===== src/rtl/vga_pkg.sv =====
// Shared VGA geometry, coordinate type and motion FSM states.
// Latency: n/a (declarations only).
// Backpressure: n/a.
package vga_pkg;

    localparam int H_VIS = 640;
    localparam int V_VIS = 480;

    typedef logic [9:0] coord_t;

    typedef enum logic [1:0] {
        IDLE = 2'd0,
        RUN  = 2'd1,
        HOLD = 2'd2
    } state_t;

    // A requested speed of zero would never move the sprite, so it runs at 1 px/frame.
    function automatic logic [2:0] min_speed(input logic [2:0] s);
        return (s == 3'd0) ? 3'd1 : s;
    endfunction

endpackage


===== src/rtl/axis_stepper.sv =====
// Position, direction and wall bounce for one sprite axis, clamped to [0, LIMIT].
// Latency: pos/bounce registered, valid the cycle after step; at_wall is combinational.
// Backpressure: none; a step is applied in the cycle it is presented.
module axis_stepper #(
    parameter int LIMIT = 608,
    parameter int INIT  = 300
) (
    input  logic       clk,
    input  logic       reset,
    input  logic       step,
    input  logic       load_home,
    input  logic [2:0] spd,
    output logic [9:0] pos,
    output logic       bounce,
    output logic       at_wall
);
    import vga_pkg::*;

    localparam logic signed [10:0] LIM_S  = 11'(LIMIT);
    localparam coord_t             LIM_C  = 10'(LIMIT);
    localparam coord_t             INIT_C = 10'(INIT);

    logic              dir_neg;
    logic signed [10:0] pos_s;
    logic signed [10:0] spd_s;
    logic signed [10:0] fwd;
    logic signed [10:0] rev;
    coord_t            pos_nxt;

    // Candidate next position; reaching or passing a wall clamps onto it and flags a hit.
    always_comb begin
        pos_s   = $signed({1'b0, pos});
        spd_s   = $signed({8'b0, spd});
        fwd     = pos_s + spd_s;
        rev     = pos_s - spd_s;
        at_wall = 1'b0;
        pos_nxt = pos;
        if (!dir_neg) begin
            if (fwd >= LIM_S) begin
                at_wall = 1'b1;
                pos_nxt = LIM_C;
            end else begin
                pos_nxt = fwd[9:0];
            end
        end else begin
            if (rev <= 11'sd0) begin
                at_wall = 1'b1;
                pos_nxt = '0;
            end else begin
                pos_nxt = rev[9:0];
            end
        end
    end

    // Commit a step, reversing direction on a wall hit; home snaps back to INIT moving +.
    always_ff @(posedge clk or posedge reset) begin
        if (reset) begin
            pos     <= INIT_C;
            dir_neg <= 1'b0;
            bounce  <= 1'b0;
        end else begin
            bounce <= 1'b0;
            if (load_home) begin
                pos     <= INIT_C;
                dir_neg <= 1'b0;
            end else if (step) begin
                pos    <= pos_nxt;
                bounce <= at_wall;
                if (at_wall) begin
                    dir_neg <= ~dir_neg;
                end
            end
        end
    end

endmodule


===== src/rtl/sprite_motion_ctrl.sv =====
// Run/hold/idle sequencer moving one sprite per frame tick with wall bounce and hit count.
// Latency: all outputs registered; position and bounce pulses change the cycle after refr_tick.
// Backpressure: none; controls and ticks are acted on in the cycle they arrive (home > stop > start).
module sprite_motion_ctrl #(
    parameter int H_VIS  = 640,
    parameter int V_VIS  = 480,
    parameter int SPR_W  = 32,
    parameter int SPR_H  = 16,
    parameter int X_INIT = 300,
    parameter int Y_INIT = 10
) (
    input  logic       clk,
    input  logic       reset,
    input  logic       refr_tick,
    input  logic       start,
    input  logic       stop,
    input  logic       home,
    input  logic [2:0] speed,
    output logic [9:0] x_pos,
    output logic [9:0] y_pos,
    output logic       moving,
    output logic       bounce_x,
    output logic       bounce_y,
    output logic [7:0] bounce_cnt
);
    import vga_pkg::*;

    localparam int X_MAX = H_VIS - SPR_W;
    localparam int Y_MAX = V_VIS - SPR_H;

    state_t     state;
    logic [2:0] spd_q;
    logic       step;
    logic       hit_x;
    logic       hit_y;
    logic [8:0] cnt_sum;
    logic [7:0] cnt_nxt;

    // Steps happen only on a tick in RUN that is not also leaving RUN.
    always_comb begin
        step    = (state == RUN) && refr_tick && !home && !stop;
        cnt_sum = {1'b0, bounce_cnt} + {8'b0, hit_x} + {8'b0, hit_y};
        cnt_nxt = cnt_sum[8] ? 8'hFF : cnt_sum[7:0];
    end

    axis_stepper #(.LIMIT(X_MAX), .INIT(X_INIT)) u_axis_x (
        .clk       (clk),
        .reset     (reset),
        .step      (step),
        .load_home (home),
        .spd       (spd_q),
        .pos       (x_pos),
        .bounce    (bounce_x),
        .at_wall   (hit_x)
    );

    axis_stepper #(.LIMIT(Y_MAX), .INIT(Y_INIT)) u_axis_y (
        .clk       (clk),
        .reset     (reset),
        .step      (step),
        .load_home (home),
        .spd       (spd_q),
        .pos       (y_pos),
        .bounce    (bounce_y),
        .at_wall   (hit_y)
    );

    // Motion FSM with registered moving flag, latched speed and saturating wall-hit counter.
    always_ff @(posedge clk or posedge reset) begin
        if (reset) begin
            state      <= IDLE;
            spd_q      <= 3'd1;
            moving     <= 1'b0;
            bounce_cnt <= 8'd0;
        end else if (home) begin
            state      <= IDLE;
            moving     <= 1'b0;
            bounce_cnt <= 8'd0;
        end else begin
            case (state)
                IDLE, HOLD: begin
                    if (!stop && start) begin
                        state  <= RUN;
                        spd_q  <= min_speed(speed);
                        moving <= 1'b1;
                    end
                end
                RUN: begin
                    if (stop) begin
                        state  <= HOLD;
                        moving <= 1'b0;
                    end else if (refr_tick) begin
                        bounce_cnt <= cnt_nxt;
                    end
                end
                default: begin
                    state  <= IDLE;
                    moving <= 1'b0;
                end
            endcase
        end
    end

endmodule


===== config.mk =====
export PLATFORM = sky130hd
export DESIGN_NAME = sprite_motion_ctrl
export DESIGN_NICKNAME = d
export VERILOG_FILES = /design/src/rtl/vga_pkg.sv /design/src/rtl/axis_stepper.sv /design/src/rtl/sprite_motion_ctrl.sv
export SDC_FILE = /design/constraint.sdc
export NUM_CORES = 1
export LEC_CHECK = 0
export ABC_AREA = 0
export CORE_MARGIN = 2
export CORE_UTILIZATION = 26
export DETAILED_ROUTE_END_ITERATION = 10
export HOLD_SLACK_MARGIN = 0.06
export PLACE_DENSITY = 0.47
export RECOVER_POWER = 100
export SLEW_MARGIN = 20
export SYNTH_ARGS = -nofsm -noshare
export SYNTH_HDL_FRONTEND = slang
export SYNTH_SLANG_ARGS = --single-unit

===== constraint.sdc =====
create_clock -name clk -period 4.9 [get_ports clk]
set_clock_uncertainty 0.15 [all_clocks]
set_input_delay 0.98 -clock clk [delete_from_list [all_inputs] [get_ports clk]]
set_output_delay 0.98 -clock clk [all_outputs]
set_load 0.005 [all_outputs]

==> impl_metrics.csv <==
group,metric,value,unit
power_and_ir_drop,leakagePower,1.53,nW
grt,grt_pass1_wl,15.3,mm
synth,synth-edff-count,0,
clock_network,worstSkewPairLatency,0.29,ns
critical_path,worst-path-max-fanout,6,
finish,n_antenna_cell,0,
route,drt-total-wl,9.25,mm
placement,gp_congestion,0.814,
route,vias,3005,
synth,syn_inst,377,
grt,antenna_found_initial,0,
worst_hold_path,min_from,"state[1]",
power_and_ir_drop,ir_worst_vdd,0.000159,V
floorplan,die_h,113,um
synth,muxShareOfSynthArea,0.0101,
clock_network,numCtsBuffers,5,
sta,finalSetupViolations,0,
clock_network,htreeDepth,2,
sta,period_needed,4.30,ns
power_and_ir_drop,total_power,946,uW
critical_path,cpPeakStageDelay,0.46,ns
sta,hold_violations,0,
worst_hold_path,hold_path.class,"reg -> reg",
finish,drive_above_1_share,0.0611,
synth,ys_async_sr_fraction,1.00,
floorplan,rows,39,
synth,synth-adder-area-share,0.0811,
route,wl_per_cell,16.8,um
synth,synth_area_leader_cell,"dfrtp_1",
synth,ys_seq_area_frac,0.303,
synth,yosysWarningCount,0,
synth,synth_seq_cells,37,
critical_path,crit_chain,"ha_1 > fa_1 > or3_1 > a21oi_1 > a221oi_1 > o311a_1 > a21o_1 > fa_1 > nor2b_1 > nand3_1 > nor2_1 > nand4_1 > o21ai_0 > a22o_1",
synth,ys_top_cells_by_area,"dfrtp_1, dfstp_2, o21ai_0",
flow_run,maxCapViolCount,1,
route,ant_nets,0,
critical_path,start_kind,"flop",
finish,final_cells,552,
grt,grt_pass1_vias,2958,
synth,synth.top_cells.by_count,"nor2_1, o21ai_0, dfrtp_1",
clock_network,postCtsSetupBuffers,0,
floorplan,dieArea,12800,um2
critical_path,crit_start,"u_axis_y.pos[0]",
grt,grt-ovfl-total,0,
sta,timing.fmax,233,MHz
status,outcome,"complete, but fails checks",
synth,synth_top_area_share,0.243,
clock_network,clk_pin_slew,0.06,ns
synth,synth_top_family_by_area,"compound AO/OA/AOI/OAI gates",
power_and_ir_drop,power_density,251,nW/um2
route,drt_iter0_markers,136,
floorplan,start_util,0.268,
route,dr.pass1.iters,8,
synth,synthesis.nets,403,
synth,synthXorXnorAreaFrac,0.0397,
placement,portBuffers,39,
clock_network,cts_resized,0,
synth,synth_compound_area_frac,0.275,
sta,fin_setup_tns,0,ns
critical_path,criticalPathCategory,"reg -> reg",
synth,ys.flop_type,"dfrtp_1",
sta,maxSlewHeadroom,-0.434,
critical_path,worst-r2r-cell-count,14,
sta,drv_slew,38,
placement,dp_hpwl,6.61,mm
critical_path,cp_common_cell,"fa_1",
route,drc_errors,2,
synth,syn-cell-area,3090,um2
synth,ys_types,64,
critical_path,worstReg2RegStart,"u_axis_y.pos[0]",
sta,tightestPinTransition,2.15,ns
clock_network,root_buffer,"clkbuf_16",
critical_path,slowest_stage,"fa_1",
clock_network,clockBufferDepth,2,
floorplan,ioPinCount,40,
clock_network,cts_tree,"yes",
critical_path,critical_path_arrival,4.37,ns
critical_path,rrSetupSlack,0.60,ns
clock_network,cts.sinks,37,
finish,area_growth,22.0,%
sta,timing.final.crit_share,0.877,
worst_hold_path,min_to,"state[1]",
finish,nets,434,
route,viasPerCell,5.44,
sta,rsz0062_at_grt,"false",
critical_path,r2r-end,"bounce_cnt[3]",
placement,dp.cells,544,
synth,synth-simple-area-share,0.231,
critical_path,critPathCaptureType,"flop",
floorplan,core,11500,um2
floorplan,fp.dieW,113,um
synth,syn_avg_cell_area,8.18,um2
grt,grt_max_degree,38,
grt,grt.total_usage,0.148,
status,violations,"DRC, capacitance limit, slew limit",
finish,design_area,3760,um2
clock_network,cts_hold_buf,0,
critical_path,critPathRequiredTime,4.98,ns
worst_hold_path,min_path_cells,2,
synth,yosysMostFrequentCell,"nor2_1",
placement,post_dp_cell_area,3600,um2
flip-flops by register name (all words and copies together) (netlist names):
register and count:
state 2, bounce_cnt 8, u_axis_y.dir_neg 1, u_axis_y.bounce 1
u_axis_y.pos 10, u_axis_x.bounce 1, u_axis_x.dir_neg 1, u_axis_x.pos 10
spd_q 3
where the power goes:
part / internal (mW) / switching [mW] / total [mW]
clock: 0.291 / 0.145 / 0.437
combinational: 0.0701 / 0.109 / 0.179
sequential: 0.315 / 0.0151 / 0.330
total: 0.676 / 0.269 / 0.946
kinds of logic after synthesis:
group | after synthesis
multiplexers | 3
AND/OR/NAND/NOR | 141
XOR/XNOR | 14
adder cells (fa/ha/maj) | 17
flip-flops | 37
AO/OA/AOI/OAI | 124
buffers and inverters | 41
worst max-delay path by stage:
stage / endpoint / slack (ns) / depth (start not counted)
4_1_cts: bounce_cnt[3] / 0.59 / 14
6_report: bounce_cnt[3] / 0.60 / 14
2_1_floorplan: bounce_cnt[5] / 0.97 / 15
3_5_place_dp: bounce_cnt[1] / 0.60 / 14
5_1_grt: bounce_cnt[3] / 0.22 / 15
3_3_place_gp: bounce_cnt[4] / 0.64 / 15
critical path, delay by kind of cell (launching register included):
family | cells | cell delay, ns
AOI/OAI and AO/OA | 6 | 1.24
and+or+nand+nor | 5 | 1.27
DFF | 1 | 0.43
adders and majority gates | 3 | 1.14
placed cells by master, fill, tap and decap left out, types with 12 or more instances in the layout:
master,netlist,layout
nand3_1,12,12
dfrtp_1,30,30
clkdlybuf4s50_1,0,12
inv_1,18,18
dlygate4sd3_1,0,27
nor2_1,39,39
o21ai_0,33,36
a21oi_1,25,25
nor3_1,13,12
nand2_1,26,26
ha_1,12,12
metal layers:
layer	vias to the layer above	wire length (um)	global-route usage	share of wire
met5	-	0	0	0
li1	1447	-	-	-
met4	0	107	0.0317	0.012
met3	11	402	0.0214	0.043
met1	1457	4160	0.195	0.45
met2	90	4570	0.258	0.49
area by class of cell:
type | count | area (um2)
Timing Repair Buffer | 47 | 432
Clock inverter | 3 | 65.1
Sequential cell | 37 | 935
Clock buffer | 5 | 125
Inverter | 18 | 67.6
Fill cell | 1226 | 7750
Tap cell | 143 | 179
Multi-Input combinational cell | 299 | 1960
through the flow:
stage	hold slack, ns	worst slack (ns)	utilization
2_1_floorplan	0.336	0.967	-
3_3_place_gp	0.357	0.635	0.313
3_5_place_dp	0.371	0.599	0.313
4_1_cts	0.385	0.593	0.329
5_1_grt	0.401	0.220	0.327
6_report	0.379	0.605	0.327
Power figures use the tool's default switching activity.
